===== src/rtl/mmio_router_if.sv =====
// Bus bundle between the LSU data port, mmio_router and its peripheral channels.
// slave is the router's view; master is the LSU/peripheral side that drives it.
interface mmio_router_if #(
   parameter int unsigned N_CH   = 4,
   parameter int unsigned ADDR_W = 32,
   parameter int unsigned DATA_W = 64
);
   logic                     req_valid;
   logic                     req_ready;
   logic                     req_we;
   logic [ADDR_W-1:0]        req_addr;
   logic [DATA_W-1:0]        req_wdata;
   logic [DATA_W/8-1:0]      req_wstrb;
   logic                     rsp_valid;
   logic                     rsp_ready;
   logic [DATA_W-1:0]        rsp_rdata;
   logic                     rsp_err;
   logic [N_CH-1:0]          ch_req_valid;
   logic [N_CH-1:0]          ch_req_ready;
   logic                     ch_we;
   logic [ADDR_W-1:0]        ch_addr;
   logic [DATA_W-1:0]        ch_wdata;
   logic [DATA_W/8-1:0]      ch_wstrb;
   logic [N_CH-1:0]          ch_rsp_valid;
   logic [N_CH*DATA_W-1:0]   ch_rsp_rdata;

   modport slave (
      input  req_valid, req_we, req_addr, req_wdata, req_wstrb, rsp_ready,
             ch_req_ready, ch_rsp_valid, ch_rsp_rdata,
      output req_ready, rsp_valid, rsp_rdata, rsp_err,
             ch_req_valid, ch_we, ch_addr, ch_wdata, ch_wstrb
   );

   modport master (
      output req_valid, req_we, req_addr, req_wdata, req_wstrb, rsp_ready,
             ch_req_ready, ch_rsp_valid, ch_rsp_rdata,
      input  req_ready, rsp_valid, rsp_rdata, rsp_err,
             ch_req_valid, ch_we, ch_addr, ch_wdata, ch_wstrb
   );
endinterface


===== src/rtl/mmio_router.sv =====
// Synchronous MMIO router: decodes one LSU request at a time onto N_CH handshaked channels.
// Optional abort timer enabled by defining MMIO_TIMEOUT_EN.
module mmio_router #(
   parameter int unsigned            N_CH        = 4,
   parameter int unsigned            ADDR_W      = 32,
   parameter int unsigned            DATA_W      = 64,
   parameter logic [N_CH*ADDR_W-1:0] CH_BASE     = '0,
   parameter logic [N_CH*8-1:0]      CH_SZLOG2   = {N_CH{8'd12}},
   parameter int unsigned            TIMEOUT_CYC = 255
) (
   input logic          clk,
   input logic          rst,
   mmio_router_if.slave bus
);
   localparam int unsigned IDX_W = (N_CH > 1) ? $clog2(N_CH) : 1;

   typedef enum logic [1:0] {StIdle, StSend, StWait, StResp} state_e;

   state_e            state;
   logic [IDX_W-1:0]  sel;
   logic              hit;
   logic [IDX_W-1:0]  hit_idx;
   logic              sel_rdy;
   logic              sel_rsp;
   logic [DATA_W-1:0] sel_rdata;
   logic              timeout;

   // Descending scan so the lowest matching channel wins.
   always_comb begin
      hit     = 1'b0;
      hit_idx = '0;
      for (int i = int'(N_CH) - 1; i >= 0; i--) begin
         if (((bus.req_addr - CH_BASE[i*ADDR_W +: ADDR_W]) >> CH_SZLOG2[i*8 +: 8]) == '0) begin
            hit     = 1'b1;
            hit_idx = IDX_W'(i);
         end
      end
   end

   assign sel_rdy   = bus.ch_req_ready[sel];
   assign sel_rsp   = bus.ch_rsp_valid[sel];
   assign sel_rdata = bus.ch_rsp_rdata[sel*DATA_W +: DATA_W];

`ifdef MMIO_TIMEOUT_EN
   logic [15:0] timer;

   // Fires on the TIMEOUT_CYC-th cycle spent in SEND/WAIT.
   assign timeout = (timer + 16'd1) == 16'(TIMEOUT_CYC);

   always_ff @(posedge clk) begin
      if (rst || state == StIdle) begin
         timer <= '0;
      end else if (state == StSend || state == StWait) begin
         timer <= timer + 16'd1;
      end
   end
`else
   logic unused_cfg;
   assign unused_cfg = ^32'(TIMEOUT_CYC);
   assign timeout    = 1'b0;
`endif

   always_ff @(posedge clk) begin
      if (rst) begin
         state            <= StIdle;
         sel              <= '0;
         bus.req_ready    <= 1'b1;
         bus.rsp_valid    <= 1'b0;
         bus.rsp_err      <= 1'b0;
         bus.rsp_rdata    <= '0;
         bus.ch_req_valid <= '0;
         bus.ch_we        <= 1'b0;
         bus.ch_addr      <= '0;
         bus.ch_wdata     <= '0;
         bus.ch_wstrb     <= '0;
      end else begin
         unique case (state)
            StIdle: begin
               if (bus.req_valid) begin
                  bus.req_ready <= 1'b0;
                  bus.ch_we     <= bus.req_we;
                  bus.ch_addr   <= bus.req_addr;
                  bus.ch_wdata  <= bus.req_wdata;
                  bus.ch_wstrb  <= bus.req_wstrb;
                  if (hit) begin
                     sel              <= hit_idx;
                     bus.ch_req_valid <= N_CH'(1) << hit_idx;
                     state            <= StSend;
                  end else begin
                     bus.rsp_valid <= 1'b1;
                     bus.rsp_err   <= 1'b1;
                     bus.rsp_rdata <= '0;
                     state         <= StResp;
                  end
               end
            end
            StSend: begin
               if (sel_rdy && sel_rsp) begin
                  bus.ch_req_valid <= '0;
                  bus.rsp_valid    <= 1'b1;
                  bus.rsp_err      <= 1'b0;
                  bus.rsp_rdata    <= bus.ch_we ? '0 : sel_rdata;
                  state            <= StResp;
               end else if (timeout) begin
                  bus.ch_req_valid <= '0;
                  bus.rsp_valid    <= 1'b1;
                  bus.rsp_err      <= 1'b1;
                  bus.rsp_rdata    <= '0;
                  state            <= StResp;
               end else if (sel_rdy) begin
                  bus.ch_req_valid <= '0;
                  state            <= StWait;
               end
            end
            StWait: begin
               // A response landing on the timeout cycle still completes normally.
               if (sel_rsp) begin
                  bus.rsp_valid <= 1'b1;
                  bus.rsp_err   <= 1'b0;
                  bus.rsp_rdata <= bus.ch_we ? '0 : sel_rdata;
                  state         <= StResp;
               end else if (timeout) begin
                  bus.rsp_valid <= 1'b1;
                  bus.rsp_err   <= 1'b1;
                  bus.rsp_rdata <= '0;
                  state         <= StResp;
               end
            end
            StResp: begin
               if (bus.rsp_ready) begin
                  bus.rsp_valid <= 1'b0;
                  bus.rsp_err   <= 1'b0;
                  bus.rsp_rdata <= '0;
                  bus.req_ready <= 1'b1;
                  state         <= StIdle;
               end
            end
            default: state <= StIdle;
         endcase
      end
   end
endmodule

===== src/flat_wrapper.sv =====
// flat-port wrapper written by rule: the top's interface ports become plain ports
module mmio_router_flat 
#(
   parameter int unsigned            N_CH        = 4,
   parameter int unsigned            ADDR_W      = 32,
   parameter int unsigned            DATA_W      = 64,
   parameter logic [N_CH*ADDR_W-1:0] CH_BASE     = '0,
   parameter logic [N_CH*8-1:0]      CH_SZLOG2   = {N_CH{8'd12}},
   parameter int unsigned            TIMEOUT_CYC = 255
)
  (clk, rst, bus_req_valid, bus_req_we, bus_req_addr, bus_req_wdata, bus_req_wstrb, bus_rsp_ready, bus_ch_req_ready, bus_ch_rsp_valid, bus_ch_rsp_rdata, bus_req_ready, bus_rsp_valid, bus_rsp_rdata, bus_rsp_err, bus_ch_req_valid, bus_ch_we, bus_ch_addr, bus_ch_wdata, bus_ch_wstrb);
  mmio_router_if #(.N_CH(N_CH), .ADDR_W(ADDR_W), .DATA_W(DATA_W)) bus_i ();
  input logic clk;
  input logic rst;
  input wire logic [$bits(bus_i.req_valid)-1:0] bus_req_valid;
  input wire logic [$bits(bus_i.req_we)-1:0] bus_req_we;
  input wire logic [$bits(bus_i.req_addr)-1:0] bus_req_addr;
  input wire logic [$bits(bus_i.req_wdata)-1:0] bus_req_wdata;
  input wire logic [$bits(bus_i.req_wstrb)-1:0] bus_req_wstrb;
  input wire logic [$bits(bus_i.rsp_ready)-1:0] bus_rsp_ready;
  input wire logic [$bits(bus_i.ch_req_ready)-1:0] bus_ch_req_ready;
  input wire logic [$bits(bus_i.ch_rsp_valid)-1:0] bus_ch_rsp_valid;
  input wire logic [$bits(bus_i.ch_rsp_rdata)-1:0] bus_ch_rsp_rdata;
  output wire logic [$bits(bus_i.req_ready)-1:0] bus_req_ready;
  output wire logic [$bits(bus_i.rsp_valid)-1:0] bus_rsp_valid;
  output wire logic [$bits(bus_i.rsp_rdata)-1:0] bus_rsp_rdata;
  output wire logic [$bits(bus_i.rsp_err)-1:0] bus_rsp_err;
  output wire logic [$bits(bus_i.ch_req_valid)-1:0] bus_ch_req_valid;
  output wire logic [$bits(bus_i.ch_we)-1:0] bus_ch_we;
  output wire logic [$bits(bus_i.ch_addr)-1:0] bus_ch_addr;
  output wire logic [$bits(bus_i.ch_wdata)-1:0] bus_ch_wdata;
  output wire logic [$bits(bus_i.ch_wstrb)-1:0] bus_ch_wstrb;
  assign bus_i.req_valid = bus_req_valid;
  assign bus_i.req_we = bus_req_we;
  assign bus_i.req_addr = bus_req_addr;
  assign bus_i.req_wdata = bus_req_wdata;
  assign bus_i.req_wstrb = bus_req_wstrb;
  assign bus_i.rsp_ready = bus_rsp_ready;
  assign bus_i.ch_req_ready = bus_ch_req_ready;
  assign bus_i.ch_rsp_valid = bus_ch_rsp_valid;
  assign bus_i.ch_rsp_rdata = bus_ch_rsp_rdata;
  assign bus_req_ready = bus_i.req_ready;
  assign bus_rsp_valid = bus_i.rsp_valid;
  assign bus_rsp_rdata = bus_i.rsp_rdata;
  assign bus_rsp_err = bus_i.rsp_err;
  assign bus_ch_req_valid = bus_i.ch_req_valid;
  assign bus_ch_we = bus_i.ch_we;
  assign bus_ch_addr = bus_i.ch_addr;
  assign bus_ch_wdata = bus_i.ch_wdata;
  assign bus_ch_wstrb = bus_i.ch_wstrb;
  mmio_router #(.N_CH(N_CH), .ADDR_W(ADDR_W), .DATA_W(DATA_W), .CH_BASE(CH_BASE), .CH_SZLOG2(CH_SZLOG2), .TIMEOUT_CYC(TIMEOUT_CYC)) u_core (.clk(clk), .rst(rst), .bus(bus_i));
endmodule

===== config.mk =====
export PLATFORM = sky130hd
export DESIGN_NAME = mmio_router_flat
export DESIGN_NICKNAME = d
export VERILOG_FILES = /design/src/rtl/mmio_router_if.sv /design/src/rtl/mmio_router.sv /design/src/flat_wrapper.sv
export SDC_FILE = /design/constraint.sdc
export NUM_CORES = 1
export LEC_CHECK = 0
export BUFFER_PORTS_ARGS = -buffer_cell sky130_fd_sc_hd__buf_2
export CELL_PAD_IN_SITES_DETAIL_PLACEMENT = 1
export CELL_PAD_IN_SITES_GLOBAL_PLACEMENT = 2
export CORE_AREA = 3 3 210 212
export CTS_BUF_LIST = sky130_fd_sc_hd__clkbuf_16
export DETAILED_ROUTE_END_ITERATION = 8
export DIE_AREA = 0 0 213 215
export GPL_ROUTABILITY_DRIVEN = 0
export HOLD_SLACK_MARGIN = 0.02
export PLACE_DENSITY_LB_ADDON = 0.1
export SYNTH_ARGS = -nofsm -noshare
export SYNTH_HDL_FRONTEND = slang
export SYNTH_SLANG_ARGS = --single-unit

===== constraint.sdc =====
create_clock -name clk -period 2.1 [get_ports clk]
set_input_delay 0.42 -clock clk [delete_from_list [all_inputs] [get_ports clk]]
set_output_delay 0.42 -clock clk [all_outputs]
set_load 0.005 [all_outputs]

==> results.md <==
- Port bufs: approximately 350
- Flop pwr share: between 30% and 40%
- RSZ-0062 raised after global routing: no
- Setup violators final: 0
- Internal Power: roughly 7400 uW
- Post-Synth Simple-Gate Area: 21.6%
- Vias in the first global route: between 6000 and 7000
- Kind of critical path: reg -> reg
- FILL cells: 5058
- Worst Hold Class: in -> reg
- Worst Reg-to-Reg Cells: 6
- Post-Synth XOR/XNOR Area: 0%
- Mean number of vias per cell: 3.87
- Met3 Use GR: under 10%
- First-pass iteration count of the detailed router: 4
- CP Max Fanout: 5
- Static leakage: 0.00445 uW
- Initial Util: between 10% and 20%
- Crit path max-delay cell type: a2111oi_2
- Dominant delay contributor by cell family on the critical path: compound AO/OA/AOI/OAI gates
- GRT Overall Usage: about an eighth
- Clock power share: approximately a quarter
- Reg2Reg Capture Point: u_core.state[1]
- Slew Limit Fails: 0
- Status: complete, no violations
- Share of layout cells above drive strength 1: a little over a third
- Antenna violations before repair: 19
- Worst Path Required: between 2 and 3 ns
- Synth Area in Compound Gates: roughly a tenth
- Clock root cell: clkbuf_16
- Site row count: 75
- Switch Pwr: between 4000 and 5000 uW
- Die Area: 0.0458 mm2
- Clock Skew: roughly 0.0066 ns
- Postcts setup bufs: 0
- Mux cell area share after synthesis: 9.87%
- Switch share: between 30% and 40%
- WL final: 30000 um
- Pin count of the biggest net entering global routing: between 70 and 80
- Power share of the combinational group: 36.3%
- Mapped Cells: between 700 and 800
- Area delta synth->final: 43.9%
- Post-DP HPWL: roughly 22000 um
- Non-filler cells, final: between 1500 and 2000
- CTS tree: built
- Syn Area/Cell: approximately 8.4 um2
- Core area: approximately 0.042 mm2
- Global Route met1 Usage: around 17%
- Largest family of logic cells by synthesized area: simple AND/OR/NAND/NOR gates
- Fmax achieved: between 0.5 and 0.6 GHz
- Crit. End Element: flop
- Post-synthesis adder-cell area fraction: less than 1%
- Critical path startpoint category: flop
- Min-delay src: bus_req_we
- Sum Neg Setup Slack: 0 ns
- Seq/Total Area, Yosys: between 50% and 60%
- Final ANT Viol Nets: 0
- Number of CTS-inserted buffers: 17
- Period utilisation layout: ~90%
- Peak supply drop: approximately 0.00066 V
- Crit path cell chain: buf_4 > ha_1 > nor2b_2 > a2111oi_2 > o211ai_1 > a31oi_1
- First-pass GRT wire length: around 44000 um
- Met2 Use GR: between 10% and 20%
- Fin crit period: 1.94 ns
- Post-Synthesis Cell Area: approximately 0.0067 mm2
- Unique masters post-synth: 37
- # IOs: 549
- Cts-stage hold buffer count: 0
- Max incr delay on CP: about 0.56 ns
- DP Worst Slack: -0.0398 ns
- TritonCTS Sinks: 175
- Clk slew on worst S/H paths: about 0.07 ns
- Global route hottest layer: met2
- Reg2Reg Launch Point: u_core.state[0]
- WL/cell: about 18 um
- Yosys Warn Count: 0
- Iteration-0 DRC Markers: ~200
- Congestion Overflow GR: 0
- Max Cap Violations: 0
- Clock H-tree levels: 4
- Synth Register Bits: between 150 and 200
- Skew-Pair Late Insertion Delay: ~0.48 ns
- Hold depth: 3
- DIE HEIGHT: around 220 um
- Worst hold slack: about 0.18 ns
- Post-route DRC: 0
- Crit path buffers/inverters: 1
- Die width: around 210 um
- Fin worst setup slack: about 0.16 ns
- Final nets: 1505
- PwrDens: roughly 1200 mW/mm2
- DR vias: roughly 6500
- Hold endpoint: u_core.bus.ch_we
- Relative slew margins: 58.9%
- CTS max path bufs: 2
- CP arrival: around 2.3 ns
- Final Hold Fails: 0
- R2R Setup Slk: ~0.16 ns
- Post-cts resize count: 0
- Placed insts: roughly 1600
- Worst slew pin tran: approximately 0.6 ns
sequential cells by signal, summed over array words and instances (netlist names):
register	cells
u_core.bus.rsp_valid	1
u_core.bus.rsp_rdata	64
u_core.bus.ch_wstrb	8
u_core.bus.req_ready	1
u_core.bus.ch_req_valid	1
u_core.bus.ch_we	1
u_core.state	2
u_core.bus.rsp_err	1
u_core.bus.ch_addr	32
u_core.bus.ch_wdata	64
stage by stage:
stage | util (%) | instance area (um2) | total power, uW
finish | 22.9 | 9640 | 11500
global route | 22.9 | 9630 | 12400
CTS | 22.8 | 9620 | 11900
detailed placement | 21.7 | 9130 | 8820
global placement | 21.7 | 9130 | 8800
floorplan | - | 6710 | 6850
cells by family (layout without fill, tap and decap cells):
group / after synthesis / in the layout
and+or+nand+nor: 363 / 363
other: 1 / 10
buffers and inverters: 64 / 407
AOI/OAI and AO/OA: 120 / 120
DFF: 175 / 175
adders and majority gates: 5 / 5
muxes: 66 / 66
power groups by stage:
stage | clock (uW) | combinational [uW] | sequential [uW]
after CTS | 3130 | 4340 | 4420
final | 2900 | 4170 | 4410
after floorplan | 0 | 2310 | 4550
after detailed placement | 0 | 4330 | 4490
after global routing | 3220 | 4660 | 4520
after global placement | 0 | 4340 | 4460
metal layers:
metal	vias to the layer above	wire [um]
met5	-	150
met4	24	400
met3	46	3720
met2	256	11900
met1	2939	13900
li1	3252	-
cell usage in the layout (no fill, tap or decap), drive strengths merged, types with 3 or more instances in the layout:
cell type,synthesis,routed
mux2i,65,65
diode,0,7
buf,19,371
nor4,5,5
a21oi,107,107
nand2,344,344
ha,5,5
inv,5,10
clkinv,0,7
clkbuf,40,17
conb,1,3
a31oi,3,3
dfxtp,175,175
o21ai,3,3
nor2b,4,4
how the worst max path moves through the flow:
stage	start	endpoint	slack, ns	cells past startpoint
CTS	u_core.state[1]	u_core.bus.rsp_rdata[60]	0.13	8
detailed placement	bus_req_addr[18]	u_core.bus.rsp_rdata[49]	-0.04	8
floorplan	u_core.state[0]	u_core.bus.rsp_rdata[0]	0.23	8
global placement	bus_req_addr[22]	u_core.bus.rsp_rdata[1]	0.008	7
finish	u_core.state[0]	u_core.state[1]	0.16	6
global route	u_core.state[1]	u_core.bus.rsp_rdata[59]	0.03	8
worst reg2reg max path, cell delays in order, from the launching register on:
cell and delay [ns]:
dfxtp_1 0.31, buf_4 0.15, ha_1 0.24, nor2b_2 0.21
a2111oi_2 0.57, o211ai_1 0.19, a31oi_1 0.21
area by class of cell:
cell class | count | area (um2) | share of cell area [%]
Clock inverter | 14 | 65.1 | 0.675
Tap cell | 539 | 674 | 6.99
Inverter | 5 | 18.8 | 0.195
Clock buffer | 17 | 425 | 4.41
Multi-Input combinational cell | 557 | 2870 | 29.8
Sequential cell | 175 | 3500 | 36.3
Timing Repair Buffer | 371 | 2070 | 21.5
Antenna cell | 7 | 17.5 | 0.182
synthesized netlist by cell type, drive strengths merged:
cell,number,share of area [%]
nor2b,4,0.49
nor4,5,0.88
nand3,1,0.15
buf,19,2.9
o211ai,2,0.22
nand2b,2,0.19
a21oi,107,8.0
mux2,1,0.17
nor3,1,0.075
nand2,344,19
inv,5,0.28
o31ai,1,0.19
o21ai,3,0.22
and2,1,0.093
a31oi,3,0.28
o221a,1,0.17
conb,1,0.056
or4,1,0.11
dfxtp,175,52
o31a,1,0.15
nor3b,1,0.11
a2111oi,2,0.63
nor2,2,0.11
ha,5,0.93
clkbuf,40,2.2
nand3b,1,0.11
mux2i,65,9.7
Note: power is estimated with default switching activity, not from simulation.
